<file path="config.mk">
export PLATFORM = sky130hd
export DESIGN_NAME = dmem_port_arbiter_flat
export DESIGN_NICKNAME = d
export VERILOG_FILES = /design/src/rtl/dmem_port_arbiter_if.sv /design/src/rtl/dmem_port_arbiter.sv /design/src/flat_wrapper.sv
export SDC_FILE = /design/constraint.sdc
export NUM_CORES = 1
export LEC_CHECK = 0
export BUFFER_PORTS_ARGS = -buffer_cell sky130_fd_sc_hd__buf_2
export CAP_MARGIN = 40
export CORE_AREA = 2 2 210 212
export CTS_CLUSTER_SIZE = 40
export DETAILED_ROUTE_END_ITERATION = 8
export DIE_AREA = 0 0 212 214
export GPL_TIMING_DRIVEN = 1
export SLEW_MARGIN = 40
export SYNTH_ARGS = -nofsm -noshare
export SYNTH_HDL_FRONTEND = slang
export SYNTH_SLANG_ARGS = --single-unit
</file>
<file path="constraint.sdc">
create_clock -name clk -period 2.2 [get_ports clk]
set_input_delay 0.44 -clock clk [delete_from_list [all_inputs] [get_ports clk]]
set_output_delay 0.44 -clock clk [all_outputs]
set_load 0.1 [all_outputs]
</file>
<file path="src/rtl/dmem_port_arbiter_if.sv">
// Bus bundle between the fetch/MEM pipeline ports, the arbiter and the
// single-port data memory.
interface dmem_port_arbiter_if;
    logic        if_req;
    logic [63:0] if_addr;
    logic        flush;
    logic        if_done;
    logic [63:0] if_rdata;
    logic        stall_if;

    logic        d_req;
    logic        d_we;
    logic [63:0] d_addr;
    logic [63:0] d_wdata;
    logic [7:0]  d_be;
    logic        d_done;
    logic [63:0] d_rdata;
    logic        stall_mem;

    logic        m_en;
    logic        m_we;
    logic [63:0] m_addr;
    logic [63:0] m_wdata;
    logic [7:0]  m_be;
    logic [63:0] m_rdata;

    modport slave (
        input  if_req, if_addr, flush, d_req, d_we, d_addr, d_wdata, d_be, m_rdata,
        output if_done, if_rdata, stall_if, d_done, d_rdata, stall_mem,
               m_en, m_we, m_addr, m_wdata, m_be
    );

    modport master (
        output if_req, if_addr, flush, d_req, d_we, d_addr, d_wdata, d_be, m_rdata,
        input  if_done, if_rdata, stall_if, d_done, d_rdata, stall_mem,
               m_en, m_we, m_addr, m_wdata, m_be
    );
endinterface

</file>
<file path="src/rtl/dmem_port_arbiter.sv">
// Fixed-priority (D over IF) arbiter for one fixed-latency single-port data
// memory, with an IF starvation limit and flush-based kill of IF accesses.
module dmem_port_arbiter #(
    parameter int MEM_LAT    = 2,
    parameter int STARVE_MAX = 4
) (
    input  logic               clk,
    input  logic               rst,
    dmem_port_arbiter_if.slave bus
);
    typedef enum logic [1:0] {IDLE, ISSUE, WAIT, RESP} state_t;

    localparam logic [3:0] LAT_LAST   = 4'(MEM_LAT - 1);
    localparam logic [3:0] STARVE_LIM = 4'(STARVE_MAX);

    state_t      state_reg, state_next;
    logic [3:0]  cnt_reg;
    logic [3:0]  starve_reg;
    logic        owner_reg;      // 1 = IF owns the access in flight
    logic        is_store_reg;
    logic        if_kill_reg;
    logic        m_en_reg, m_we_reg;
    logic [63:0] m_addr_reg, m_wdata_reg;
    logic [7:0]  m_be_reg;
    logic [63:0] if_rdata_reg, d_rdata_reg;

    logic        if_ok, both_req, grant_d, grant_if, last_wait, kill_now;
    logic        if_done_next, d_done_next;

    assign if_ok     = bus.if_req && !bus.flush;
    assign both_req  = if_ok && bus.d_req;
    assign grant_d   = (state_reg == IDLE) && bus.d_req && !(if_ok && starve_reg == STARVE_LIM);
    assign grant_if  = (state_reg == IDLE) && if_ok && !grant_d;
    assign last_wait = (state_reg == WAIT) && (cnt_reg == LAT_LAST);
    // A flush in the current cycle kills the IF result immediately, not just from the next cycle.
    assign kill_now  = owner_reg && (if_kill_reg || bus.flush);

    always_ff @(posedge clk) begin
        if (rst) begin
            state_reg <= IDLE;
        end else begin
            state_reg <= state_next;
        end
    end

    always_comb begin
        state_next = state_reg;
        unique case (state_reg)
            IDLE:    if (grant_d || grant_if) state_next = ISSUE;
            ISSUE:   state_next = WAIT;
            WAIT:    if (cnt_reg == LAT_LAST) state_next = RESP;
            RESP:    state_next = IDLE;
            default: state_next = IDLE;
        endcase
    end

    always_comb begin
        if_done_next = 1'b0;
        d_done_next  = 1'b0;
        if (state_reg == RESP) begin
            if (owner_reg) begin
                if_done_next = !kill_now;
            end else begin
                d_done_next = 1'b1;
            end
        end
    end

    always_ff @(posedge clk) begin
        if (rst) begin
            cnt_reg      <= '0;
            starve_reg   <= '0;
            owner_reg    <= 1'b0;
            is_store_reg <= 1'b0;
            if_kill_reg  <= 1'b0;
            m_en_reg     <= 1'b0;
            m_we_reg     <= 1'b0;
            m_addr_reg   <= '0;
            m_wdata_reg  <= '0;
            m_be_reg     <= '0;
            if_rdata_reg <= '0;
            d_rdata_reg  <= '0;
        end else begin
            cnt_reg <= (state_reg == WAIT) ? cnt_reg + 4'd1 : 4'd0;

            if (grant_if) begin
                starve_reg <= '0;
            end else if (grant_d && both_req && starve_reg != STARVE_LIM) begin
                starve_reg <= starve_reg + 4'd1;
            end

            if (grant_d || grant_if) begin
                owner_reg    <= grant_if;
                is_store_reg <= grant_d && bus.d_we;
            end

            if (state_reg == IDLE || state_reg == RESP) begin
                if_kill_reg <= 1'b0;
            end else if (owner_reg && bus.flush) begin
                if_kill_reg <= 1'b1;
            end

            // The m_* registers only carry a request during ISSUE.
            if (grant_d) begin
                m_en_reg    <= 1'b1;
                m_we_reg    <= bus.d_we;
                m_addr_reg  <= bus.d_addr;
                m_wdata_reg <= bus.d_wdata;
                m_be_reg    <= bus.d_we ? bus.d_be : 8'hFF;
            end else if (grant_if) begin
                m_en_reg    <= 1'b1;
                m_we_reg    <= 1'b0;
                m_addr_reg  <= bus.if_addr;
                m_wdata_reg <= '0;
                m_be_reg    <= 8'hFF;
            end else begin
                m_en_reg    <= 1'b0;
                m_we_reg    <= 1'b0;
                m_addr_reg  <= '0;
                m_wdata_reg <= '0;
                m_be_reg    <= '0;
            end

            if (last_wait) begin
                if (owner_reg && !kill_now) begin
                    if_rdata_reg <= bus.m_rdata;
                end else if (!owner_reg && !is_store_reg) begin
                    d_rdata_reg <= bus.m_rdata;
                end
            end
        end
    end

    assign bus.if_done   = if_done_next;
    assign bus.d_done    = d_done_next;
    assign bus.if_rdata  = if_rdata_reg;
    assign bus.d_rdata   = d_rdata_reg;
    assign bus.stall_if  = bus.if_req && !if_done_next && !bus.flush;
    assign bus.stall_mem = bus.d_req && !d_done_next;
    assign bus.m_en      = m_en_reg;
    assign bus.m_we      = m_we_reg;
    assign bus.m_addr    = m_addr_reg;
    assign bus.m_wdata   = m_wdata_reg;
    assign bus.m_be      = m_be_reg;
endmodule

</file>
<file path="src/flat_wrapper.sv">
// flat-port wrapper written by rule: the top's interface ports become plain ports
module dmem_port_arbiter_flat 
#(
    parameter int MEM_LAT    = 2,
    parameter int STARVE_MAX = 4
)
  (clk, rst, bus_if_req, bus_if_addr, bus_flush, bus_d_req, bus_d_we, bus_d_addr, bus_d_wdata, bus_d_be, bus_m_rdata, bus_if_done, bus_if_rdata, bus_stall_if, bus_d_done, bus_d_rdata, bus_stall_mem, bus_m_en, bus_m_we, bus_m_addr, bus_m_wdata, bus_m_be);
  dmem_port_arbiter_if bus_i ();
  input  logic clk;
  input  logic rst;
  input wire logic [$bits(bus_i.if_req)-1:0] bus_if_req;
  input wire logic [$bits(bus_i.if_addr)-1:0] bus_if_addr;
  input wire logic [$bits(bus_i.flush)-1:0] bus_flush;
  input wire logic [$bits(bus_i.d_req)-1:0] bus_d_req;
  input wire logic [$bits(bus_i.d_we)-1:0] bus_d_we;
  input wire logic [$bits(bus_i.d_addr)-1:0] bus_d_addr;
  input wire logic [$bits(bus_i.d_wdata)-1:0] bus_d_wdata;
  input wire logic [$bits(bus_i.d_be)-1:0] bus_d_be;
  input wire logic [$bits(bus_i.m_rdata)-1:0] bus_m_rdata;
  output wire logic [$bits(bus_i.if_done)-1:0] bus_if_done;
  output wire logic [$bits(bus_i.if_rdata)-1:0] bus_if_rdata;
  output wire logic [$bits(bus_i.stall_if)-1:0] bus_stall_if;
  output wire logic [$bits(bus_i.d_done)-1:0] bus_d_done;
  output wire logic [$bits(bus_i.d_rdata)-1:0] bus_d_rdata;
  output wire logic [$bits(bus_i.stall_mem)-1:0] bus_stall_mem;
  output wire logic [$bits(bus_i.m_en)-1:0] bus_m_en;
  output wire logic [$bits(bus_i.m_we)-1:0] bus_m_we;
  output wire logic [$bits(bus_i.m_addr)-1:0] bus_m_addr;
  output wire logic [$bits(bus_i.m_wdata)-1:0] bus_m_wdata;
  output wire logic [$bits(bus_i.m_be)-1:0] bus_m_be;
  assign bus_i.if_req = bus_if_req;
  assign bus_i.if_addr = bus_if_addr;
  assign bus_i.flush = bus_flush;
  assign bus_i.d_req = bus_d_req;
  assign bus_i.d_we = bus_d_we;
  assign bus_i.d_addr = bus_d_addr;
  assign bus_i.d_wdata = bus_d_wdata;
  assign bus_i.d_be = bus_d_be;
  assign bus_i.m_rdata = bus_m_rdata;
  assign bus_if_done = bus_i.if_done;
  assign bus_if_rdata = bus_i.if_rdata;
  assign bus_stall_if = bus_i.stall_if;
  assign bus_d_done = bus_i.d_done;
  assign bus_d_rdata = bus_i.d_rdata;
  assign bus_stall_mem = bus_i.stall_mem;
  assign bus_m_en = bus_i.m_en;
  assign bus_m_we = bus_i.m_we;
  assign bus_m_addr = bus_i.m_addr;
  assign bus_m_wdata = bus_i.m_wdata;
  assign bus_m_be = bus_i.m_be;
  dmem_port_arbiter #(.MEM_LAT(MEM_LAT), .STARVE_MAX(STARVE_MAX)) u_core (.clk(clk), .rst(rst), .bus(bus_i));
endmodule
</file>
---- Word-level counts from Yosys, hierarchy flattened ----
Cells that the tools add are included.
cells by class
  add/subtract/negate cells ............... 2
  eq/ne operators ......................... 8
  multiplexer cells ....................... 14
  bitwise operators ....................... 3
  reduce and logical (&&, ||, !) cells .... 37
operators by type and width
  cell                                                   count
  2-to-1 mux 64 bit                                      2
  2-to-1 mux 8 bit                                       3
  logical AND 1 bit                                      18
  adder 4 x 1 -> 4 bit, second input constant            2
  zero test 1 bit                                        8
  one-hot mux 2 bit (4 select lines)                     1
  OR reduction 2 bit                                     4
  2-to-1 mux 1 bit                                       6
  == test 2 bit, second input constant                   2
  == test 4 x 1 -> 1 bit, second input constant          1
  == test 4 x 3 -> 1 bit, second input constant          1
  2-to-1 mux 2 bit                                       2
  inequality test 2 bit, second input constant           2
  inequality test 4 x 3 -> 1 bit, second input constant  1
  AND reduction 2 bit                                    2
  logical OR 1 bit                                       3
  NOT 1 bit                                              3
  AND reduction 3 bit                                    1
  == test 2 x 1 -> 1 bit, second input constant          1
  zero test 2 bit                                        1
storage, ports and cells
  bits in registers ....................... 279
  input port bits ......................... 270
  output and inout port bits .............. 270
  logic and storage cells ................. 77

---- Depth between registers and ports, before layout ----
  depth after elaboration ................. 10
  mapped depth ............................ 8

---- Least setup slack after synthesis ----
No wires, ideal clock.
  kind .................................... reg-to-output
  start point ............................. reg u_core.state_reg[1]
  end point ............................... out bus_stall_mem
  data arrival time ....................... 2856 ps
  required time ........................... 1760 ps
  setup slack ............................. -1096 ps
  stages on the path, launching flop included .. 4
  cell sequence ........................... dfxtp_1 -> ha_1 -> nor2b_1 -> nor2b_1
between the ends
  cells in the longest elaborated chain, start to end .. 4
ends and longest elaborated chain
  what                      line                      RTL
  start: declaration        dmem_port_arbiter.sv:16   state_t state_reg, state_next;
  start signal: assignment  dmem_port_arbiter.sv:42   state_reg <= state_next;
  == test 2 bit             dmem_port_arbiter.sv:60   if (state_reg == RESP) begin
  2-to-1 mux 1 bit          dmem_port_arbiter.sv:60
  via bus_d_done            flat_wrapper.sv:23        output wire logic [$bits(bus_i.d_done)-1:0] bus_d_done;
  zero test 1 bit           dmem_port_arbiter.sv:139  assign bus.stall_mem = bus.d_req && !d_done_next;
  logical AND 1 bit         dmem_port_arbiter.sv:139
  end: declaration          flat_wrapper.sv:25        output wire logic [$bits(bus_i.stall_mem)-1:0] bus_stall_mem;
The timed path passes the listed nets, and every way through them passes these cells.

---- Final worst setup path ----
  start point ............................. reg u_core.state_reg[1]
  end point ............................... out bus_stall_mem
between the ends
  cells in the longest elaborated chain, start to end .. 4
ends and longest elaborated chain
  what               line
  == test 2 bit      dmem_port_arbiter.sv:60
  2-to-1 mux 1 bit   dmem_port_arbiter.sv:60
  zero test 1 bit    dmem_port_arbiter.sv:139
  logical AND 1 bit  dmem_port_arbiter.sv:139
Every way passes these cells.

==> results.sh <==
export IMPL_status="complete, no violations"
export IMPL_startpoint_type="register"
export IMPL_dpl_cell_area_um2=12500
export IMPL_r2r_cells=7
export IMPL_power_share_switching_pct=36.77
export IMPL_max_freq_mhz=473.9
export IMPL_wl_per_cell_um=16.94
export IMPL_dr_wl_met3_um=3226
export IMPL_internal_power_mw=9.873
export IMPL_die_x_um=212
export IMPL_dp_hpwl_um=28000
export IMPL_postSynthAreaPerCell_um2=9.672
export IMPL_met2_length_um=18010
export IMPL_gr_total_overflow=0
export IMPL_powerDensity_nw_per_um2=1144
export IMPL_fin_setup_tns_ns=0
export IMPL_clkSinkCount=279
export IMPL_rrSetupSlack_ns=0.25
export IMPL_path_clk_slew_ns=0.06
export IMPL_layout_setup_ws_ns=0.08992
export IMPL_syn_inst=931
export IMPL_reg2reg_to="u_core.bus.m_addr[17]"
export IMPL_nets=1749
export IMPL_wl_met1_um=12680
export IMPL_drive_above_1_share_pct=42.13
export IMPL_cts_tree="done"
export IMPL_p_leak_nw=6.422
export IMPL_drt_wl_total_um=35280
export IMPL_cts_buffers=30
export IMPL_syn_to_final_growth_pct=51.56
export IMPL_core_um2=42890
export IMPL_path_class="register to output port"
export IMPL_insertion_delay_ns=0.56
export IMPL_endpoint_kind="output port"
export IMPL_highest_layer="met5"
export IMPL_root_buffer="clkbuf_16"
export IMPL_yosysTopAreaCell="dfxtp_1"
export IMPL_crit_arrival_ns=1.67
export IMPL_cts_hold_buf=0
export IMPL_yosys_top_cells_area="dfxtp_1, nand2_1, a21oi_1, a22o_1, and2_1"
export IMPL_finalWeightedCongestion=0.8331
export IMPL_ir_worst_vdd_uv=879.2
export IMPL_total_power_mw=15.62
export IMPL_min_path_cells=2
export IMPL_synth_fp_nets=1208
export IMPL_initial_core_util_pct=21.00
export IMPL_vias=8499
export IMPL_max_cap_violations=0
export IMPL_drcViolationCount=0
export IMPL_dp_cells=2025
export IMPL_synth_seq_cells=279
export IMPL_dp_slack_ns=0.2828
export IMPL_holdPathEnd="u_core.bus.m_wdata[0]"
export IMPL_dr_pass1_iters=4
export IMPL_finalSetupViolations=0
export IMPL_die_area_um2=45370
export IMPL_reg2reg_from="u_core.starve_reg[0]"
export IMPL_grt_max_degree=133
export IMPL_syn_cell_area_um2=9005
export IMPL_synth_seq_area_share_pct=62.03
export IMPL_finalCritPeriodShare_pct=95.91
export IMPL_via_per_inst=4.082
export IMPL_hp_start="bus_d_wdata[0]"
export IMPL_final_max_slew_viol_count=0
export IMPL_grt_pass1_wl_um=50870
export IMPL_yosysTopAreaCellShare_pct=62.03
export IMPL_die_h_um=214
export IMPL_grt_pass1_vias=8315
export IMPL_critical_path_required_ns=1.76
export IMPL_power_frac_clock_pct=36.1
export IMPL_switchingPower_mw=5.742
export IMPL_cts_max_path_buffers=3
export IMPL_period_minus_slack_ns=2.110
export IMPL_fin_area_um2=13650
export IMPL_drtIter0Drc=479
export IMPL_port_buffers=539
export IMPL_synth_cell_types=33
export IMPL_ioPinCount=540
export IMPL_tightest_slew_ns=0.7062
export IMPL_ys_warn_count=0
export IMPL_antenna_found_initial=18
export IMPL_hold_viol=0
export IMPL_drtAntennaViolNets=0
export IMPL_grt_use_total_pct=14.80
export IMPL_maxSlewHeadroom_pct=52.92
export IMPL_comb_power_share_pct=28.2
export IMPL_power_frac_seq_pct=35.8
export IMPL_htreeDepth=1
export IMPL_crit_path_max_fanout=4
export IMPL_stdcell_count=2082
export IMPL_rsz0062_at_grt="no"
export IMPL_finClkSkew_ns=0.01302
export IMPL_row_count=76
export IMPL_min_path_type="input port to register"
==> cells in the mapped netlist <==
cell type and count:
a211oi_1 1, a211oi_2 1, a21o_1 3, a21oi_1 131, a22o_1 64, and2_1 65, and3_1 2, and3b_1 1
and4_1 1, buf_2 19, buf_4 17, clkbuf_1 26, dfxtp_1 279, ha_1 7, inv_1 7, mux2i_1 3
nand2_1 259, nand2b_1 2, nand3_1 3, nand3b_1 1, nand4_1 2, nor2_1 14, nor2b_1 3, nor3_1 1
nor3_2 1, nor3b_1 1, nor3b_2 2, nor4_1 1, o21a_1 8, o21ba_2 1, o32a_1 1, xnor2_1 3
xor2_1 1
==> worst max-delay path by stage <==
stage                         start                     to  slack, ns  cells after the start
3_3_place_gp   u_core.starve_reg[0]  u_core.bus.m_addr[17]       0.33                      7
6_report        u_core.state_reg[1]          bus_stall_mem       0.09                      4
5_1_grt         u_core.state_reg[1]           bus_stall_if      0.007                      4
3_5_place_dp   u_core.starve_reg[0]  u_core.bus.m_addr[17]       0.28                      7
2_1_floorplan   u_core.state_reg[1]          bus_stall_mem      -0.08                      3
4_1_cts         u_core.state_reg[1]           bus_stall_if       0.01                      4
==> layer usage <==
layer | up-vias | GRT usage [%]
met5 | - | 0
li1 | 4159 | -
met1 | 3871 | 15.21
met4 | 26 | 4.859
met2 | 367 | 27.33
met3 | 76 | 5.556
==> kinds of logic after synthesis <==
kind of cell	Yosys count	share of synthesized area (%)
simple gates	359	17.56
flops	279	62.03
compound gates	210	14.87
buf+inv	69	3.849
fa+ha+maj	7	0.9726
xor+xnor	4	0.3891
mux	3	0.3335
==> final cells by class <==
type	count	area [um^2]
diodes	4	10.01
clock buffers	39	825.8
clock inverters	14	284.0
fillers	4557	29240
inverters	7	26.28
multi-input cells	583	3107
flip-flops and latches	279	5585
well taps	585	732.0
repair buffers	571	3078
==> timing repair <==
action / 4_1_cts / 5_1_grt
cloned: 0 / 0
setup endpoints to repair: 4 / 3
resized for setup: 4 / 4
setup buffers: 0 / 0
==> critical path, cell delays in order, from the launching register on <==
cell and delay [ns]:
dfxtp_1 0.34, ha_1 0.21, nor2b_2 0.18, nor2b_2 0.14, buf_6 0.24
==> through the flow <==
stage	hold WS [ns]	utilization, %
2_1_floorplan	0.4270	-
3_3_place_gp	0.4384	29.15
3_5_place_dp	0.4448	29.15
4_1_cts	0.05276	31.77
5_1_grt	0.05282	31.82
6_report	0.07834	31.82
==> placed cells by master, fill, tap and decap left out, types with 3 or more instances in the layout <==
cell type	count
xnor2_1	3
ha_1	7
nand2_1	259
a21oi_1	131
clkbuf_1	6
clkbuf_16	31
a21o_1	3
bufinv_16	8
mux2i_1	3
buf_12	9
buf_4	25
o21a_1	8
and2_1	65
diode_2	4
a22o_1	64
inv_1	7
nor2_1	13
buf_2	534
dfxtp_1	279
==> power by group through the flow <==
stage	clock network, mW	registers [mW]	logic [mW]
after detailed placement	0	5.70	4.42
final	5.63	5.58	4.40
after global placement	0	5.69	4.37
after CTS	5.76	5.59	4.43
after floorplan	0	8.27	0.783
after global routing	5.99	5.62	4.55
(Power assumes the default switching activity.)
